**src/rtl/hwpf_fifo.sv**
```systemverilog
// hwpf_fifo: ordered queue of next-line prefetch candidates; entry 0 is the head presented to the dcache arbiter.
// Optional HWPF_FIFO_DEDUP_EN: a push that hits a queued line drops the stale copy and re-queues at the tail.

package hwpf_fifo_pkg;
  typedef struct packed {
    logic [3:0]  op;
    logic [4:0]  rd;
    logic [31:0] data_rs1;
    logic [31:0] data_rs2;
  } req_cpu_dcache_t;
endpackage

module hwpf_fifo
  import hwpf_fifo_pkg::*;
#(
  parameter int DEPTH      = 8,
  parameter int LINE_BYTES = 64
) (
  input  logic            clk_i,
  input  logic            rst_ni,
  input  logic            flush_i,
  input  logic            lock_i,
  input  logic            take_req_i,
  input  req_cpu_dcache_t cpu_req_i,
  input  logic            read_i,
  output logic            arbiter_req_valid_o,
  output req_cpu_dcache_t arbiter_req_o,
  output logic            req_hits_o
);

  localparam int CW = $clog2(DEPTH + 1);
  localparam int IW = (DEPTH > 1) ? $clog2(DEPTH) : 1;

  req_cpu_dcache_t entries      [DEPTH];
  req_cpu_dcache_t after_pop    [DEPTH];
  req_cpu_dcache_t after_rm     [DEPTH];
  req_cpu_dcache_t entries_next [DEPTH];
  logic [CW-1:0]   count;
  logic [CW-1:0]   count_pop;
  logic [CW-1:0]   count_rm;
  logic [CW-1:0]   count_next;
  logic            pop;
  logic            push;
  logic            rm_en;
  logic [IW-1:0]   rm_idx;

  // Slots at or beyond count are always zero, so the head reads as zero when empty.
  assign arbiter_req_valid_o = (count != '0) && lock_i;
  assign arbiter_req_o       = entries[0];
  assign pop                 = read_i && arbiter_req_valid_o;
  assign push                = take_req_i && lock_i;

`ifdef HWPF_FIFO_DEDUP_EN
  localparam int KEY_LSB = $clog2(LINE_BYTES);

  logic [DEPTH-1:0] hit_vec;
  logic [IW-1:0]    hit_idx;

  // Line-address match against every occupied slot; the oldest match wins.
  always_comb begin
    hit_vec = '0;
    hit_idx = '0;
    for (int i = DEPTH - 1; i >= 0; i--) begin
      if ((CW'(i) < count) &&
          ((entries[i].data_rs1 >> KEY_LSB) == (cpu_req_i.data_rs1 >> KEY_LSB))) begin
        hit_vec[i] = 1'b1;
        hit_idx    = IW'(i);
      end
    end
  end

  assign req_hits_o = take_req_i && (hit_vec != '0);
  // A hit on the head that is being popped this cycle has already left the queue.
  assign rm_en      = push && (hit_vec != '0) && !(pop && (hit_idx == '0));
  assign rm_idx     = pop ? (hit_idx - IW'(1)) : hit_idx;
`else
  logic [31:0] unused_line_bytes;

  assign unused_line_bytes = LINE_BYTES;
  assign req_hits_o        = 1'b0;
  assign rm_en             = 1'b0;
  assign rm_idx            = '0;
`endif

  // Next state built in event order: pop, hit removal, then append.
  always_comb begin
    after_pop = entries;
    count_pop = count;
    if (pop) begin
      for (int i = 0; i < DEPTH - 1; i++) begin
        after_pop[i] = entries[i+1];
      end
      after_pop[DEPTH-1] = '0;
      count_pop          = count - CW'(1);
    end

    after_rm = after_pop;
    count_rm = count_pop;
    if (rm_en) begin
      for (int i = 0; i < DEPTH - 1; i++) begin
        if (IW'(i) >= rm_idx) begin
          after_rm[i] = after_pop[i+1];
        end
      end
      after_rm[DEPTH-1] = '0;
      count_rm          = count_pop - CW'(1);
    end

    entries_next = after_rm;
    count_next   = count_rm;
    if (push && (count_rm < CW'(DEPTH))) begin
      for (int i = 0; i < DEPTH; i++) begin
        if (CW'(i) == count_rm) begin
          entries_next[i] = cpu_req_i;
        end
      end
      count_next = count_rm + CW'(1);
    end
  end

  always_ff @(posedge clk_i) begin
    if (rst_ni || flush_i) begin
      count <= '0;
      for (int i = 0; i < DEPTH; i++) begin
        entries[i] <= '0;
      end
    end else begin
      count   <= count_next;
      entries <= entries_next;
    end
  end

endmodule

```
**config.mk**
```make
export PLATFORM = sky130hd
export DESIGN_NAME = hwpf_fifo
export DESIGN_NICKNAME = d
export VERILOG_FILES = /design/src/rtl/hwpf_fifo.sv
export SDC_FILE = /design/constraint.sdc
export NUM_CORES = 1
export LEC_CHECK = 0
export ABC_CLOCK_PERIOD_IN_PS = 2880
export CAP_MARGIN = 0
export CORE_MARGIN = 3
export CORE_UTILIZATION = 30
export DETAILED_ROUTE_END_ITERATION = 10
export MAX_ROUTING_LAYER = met4
export PLACE_DENSITY = 0.48
export SYNTH_ARGS = -nofsm -noshare
export SYNTH_HDL_FRONTEND = slang
export SYNTH_SLANG_ARGS = --single-unit
```
**constraint.sdc**
```tcl
create_clock -name clk_i -period 2.88 [get_ports clk_i]
set_input_delay 0.72 -clock clk_i [delete_from_list [all_inputs] [get_ports clk_i]]
set_output_delay 0.72 -clock clk_i [all_outputs]
set_load 0.02 [all_outputs]
```
==> impl_metrics.yaml <==
pwr:
  vdd.ir_drop.worst_v: 0.000373
  power_density_nw_per_um2: 575
  leakage_nw: 9.77
floorplanning:
  top_level_ports: 154
  die_w_um: 299
  design.core.area_um2: 84200
  core.rowCount: 106
  dieArea_um2: 89100
  start_util_pct: 30.5
  fp.dieH_um: 299
finish:
  layout.nets: 2926
  synthToLayoutAreaGrowth_pct: 20.0
  final_layout_size_suffix_gt1_share_pct: 8.92
timing:
  report.final.setup_viol: 0
  timing.slew.headroom_pct: 60.7
  drv_slew: 0
  finalHoldViolations: 0
  worstMarginPinSlew_ns: 0.581
  fin_skew_ns: 0.0325
  fin_crit_sh_pct: 96.2
  rsz0062_at_grt: "false"
  timing.final.crit_period_ns: 2.77
  fmax_ghz: 0.361
  final.hold.worst_slack_ns: 0.464
  final.setup.tns_ns: 0
yosys:
  register_bit_count_reported_by_yosys: 588
  synthDominantAreaCellType: "dfxtp_1"
  synth-xor-area-share_pct: 0.0682
  post_synth_inst_count: 2846
  syn-mean-instance-area_um2: 9.02
  yosys.area_share.simple_pct: 10.5
  post_synth_edffs: 0
  synthMuxAreaShare_pct: 18.3
  dominant_combinational_cell_family_by_area_after_synthesis: "compound AO/OA/AOI/OAI gates"
  synthFlopType: "dfxtp_1"
  synthesis.area_um2: 25700
  synth.most_common_cell: "dfxtp_1"
  synth_nets: 2926
  netlist.area_leader.share_pct: 45.8
  ys_seq_area_share_pct: 45.8
  post_synth_most_frequent_cells: "588 x dfxtp_1, 468 x mux2i_1, 324 x a21oi_1, 269 x nor2_1, 251 x o21ai_0"
  synthesis.yosys.warnings: 0
  async_flop_share_pct: 0
  synth.distinct_cells: 45
  compound_cell_area_share_of_the_yosys_netlist_pct: 18.3
  synth-adder-area-share_pct: 0.0487
  synth.area.top_cells: "dfxtp_1 46%, mux2i_1 18%, a211oi_1 6.4%, a21oi_1 6.3%, o21ai_0 4.9%"
setup_path:
  startpoint: "count[1]$_SDFF_PP0_"
  worstPathRequired_ns: 2.16
  critPathSlowestCell: "or3b_4"
  critical_path.n_buffers_inverters: 2
  setup.worst_path.end_class: "output port"
  critical_path.max_stage_delay_ns: 0.44
  worst-r2r-cell-count: 10
  rr_endpoint: "entries[264]$_SDFF_PP0_"
  critPathKind: "register to output port"
  cp-start-kind: "register"
  cp.arrival_ns: 2.05
  worstPathCellList: "inv_2 -> ha_1 -> or3b_4 -> and2_1 -> buf_4"
  timing.critical_path.max_delay_family: "simple AND/OR/NAND/NOR gates"
  reg2reg_from: "count[1]$_SDFF_PP0_"
  worst-path-max-fanout: 6
  worst-r2r-setup-slack_ns: 0.27
min_path:
  min-delay-path-class: "register to register"
  hold_depth: 2
  hold-path-endpoint: "entries[61]$_SDFF_PP0_"
  timing.hold.worst.start: "entries[61]$_SDFF_PP0_"
routing:
  drtPass1Iterations: 5
  routed_wl_um: 69400
  route.detailed.vias_per_inst: 4.96
  total_via_count_in_the_routed_design: 20000
  postRouteAntennaNets: 0
  drcViolationCount: 0
  first_iter_violations: 952
  avgRoutedWirePerCell_um: 17.2
run:
  count_of_max_cap_constraint_violations: 0
clock_network:
  count_of_hold_fix_buffers_inserted_at_cts: 0
  numClockSinks: 588
  clkLatencyLatePin_ns: 0.60
  cts_root_buf: "clkbuf_16"
  numCtsBuffers: 69
  cts_htree_levels: 3
  cts_post_setup_buffers_inserted: 0
  cts_buffer_depth: 3
  tritoncts: "built"
  clk_pin_slew_worst_paths_ns: 0.06
global_route:
  first_global_vias: 19500
  grt-ovfl-total: 0
  track_usage_pct: 15.7
  initial_antenna_violation_count: 6
  global_route_wire_length_before_repair_um: 112000
  grt_start_max_net_pins: 91
place:
  buffer_ports.inserted: 152
  post_detailed_placement_half_perimeter_wirelength_um: 43000
  place_congestion: 0.808
status:
  status: "finished, final reports clean"
-- where the power goes --
| part | switching [W] | total [W] | internal (W) |
|---|---|---|---|
| Combinational | 0.000622 | 0.00102 | 0.000398 |
| Clock | 0.00347 | 0.00846 | 0.00499 |
| Sequential | 0.0000362 | 0.00823 | 0.00819 |
| Total | 0.00413 | 0.0177 | 0.0136 |
-- kinds of logic (layout without fill, tap and decap cells) --
kind of cell               count (synthesis)  after routing
AOI/OAI and AO/OA                        815            815
and+or+nand+nor                          618            618
DFF                                      588            588
muxes                                    470            470
buffers and inverters                    351            397
xor gates and xnor gates                   2              2
adders and majority gates                  1              1
other                                      1              4
-- per-layer routing --
metal | wire length (um) | vias up | global-route usage [%]
met5 | 0 | - | -
li1 | - | 10100 | -
met1 | 32800 | 9404 | 20.3
met4 | 1470 | 0 | 3.96
met2 | 32100 | 328 | 25.2
met3 | 3100 | 105 | 3.21
-- tightest hold or removal path: stages (launching register included) --
cell and delay [ns]:
dfxtp_1 0.30, nand3_1 0.06, a21oi_1 0.06
-- state kept, by name, indices dropped and copies added, names as in the netlist --
register / cells
entries: 511
arbiter_req_o: 73
count: 4
-- layout by cell type, fill, tap and decap left out, types with 2 or more instances in the layout --
master	n
clkinvlp_4	2
o211ai_1	4
clkbuf_16	71
a21oi_1	324
mux2i_1	468
or2_2	2
clkinv_2	9
nor3_1	37
nor4_1	3
inv_1	2
nand2b_1	2
and2_1	3
buf_12	57
nor3_2	10
o21ai_0	251
clkinv_8	2
diode_2	3
a211oi_1	220
nor2_1	268
clkdlybuf4s50_1	151
nor2_4	2
clkbuf_8	15
dfxtp_1	588
and3_1	44
nand2_1	163
clkbuf_1	15
buf_4	69
mux2_2	2
o2111ai_4	4
nand3_1	76
inv_6	2
xnor2_1	2
a31oi_1	3
-- timing repair --
item,in CTS,in global routing
gates resized for setup,2,0
endpoints found under the setup margin,1,0
hold endpoints to repair,0,0
-- per-stage QoR --
stage | total power (W) | utilization, % | std cells | worst slack [ns] | cell area [um2]
floorplan | 0.00897 | - | 2846 | 0.537 | 25700
global placement | 0.00942 | 34.0 | 3909 | -0.198 | 28600
detailed placement | 0.00943 | 34.0 | 3909 | -0.215 | 28600
CTS | 0.0180 | 36.6 | 4026 | 0.0443 | 30800
global route | 0.0184 | 36.6 | 4029 | 0.00765 | 30800
finish | 0.0177 | 36.6 | 4029 | 0.108 | 30800
-- how the worst max path moves through the flow --
stage,slack [ns],cells past startpoint,to
after global routing,0.008,5,arbiter_req_valid_o
after detailed placement,-0.21,8,entries[99]$_SDFF_PP0_
after global placement,-0.20,9,entries[224]$_SDFF_PP0_
after floorplan,0.54,10,entries[318]$_SDFF_PP0_
after CTS,0.04,5,arbiter_req_valid_o
final,0.11,5,arbiter_req_valid_o
-- cell type report --
type	instances	area [um2]
Antenna cell	3	7.51
Inverter	3	11.3
Tap cell	1134	1420
Timing Repair Buffer	277	3170
Clock inverter	16	140
Fill cell	8388	53400
Clock buffer	101	2040
Sequential cell	588	11800
Multi-Input combinational cell	1907	12300
Power figures use the tool's default switching activity.
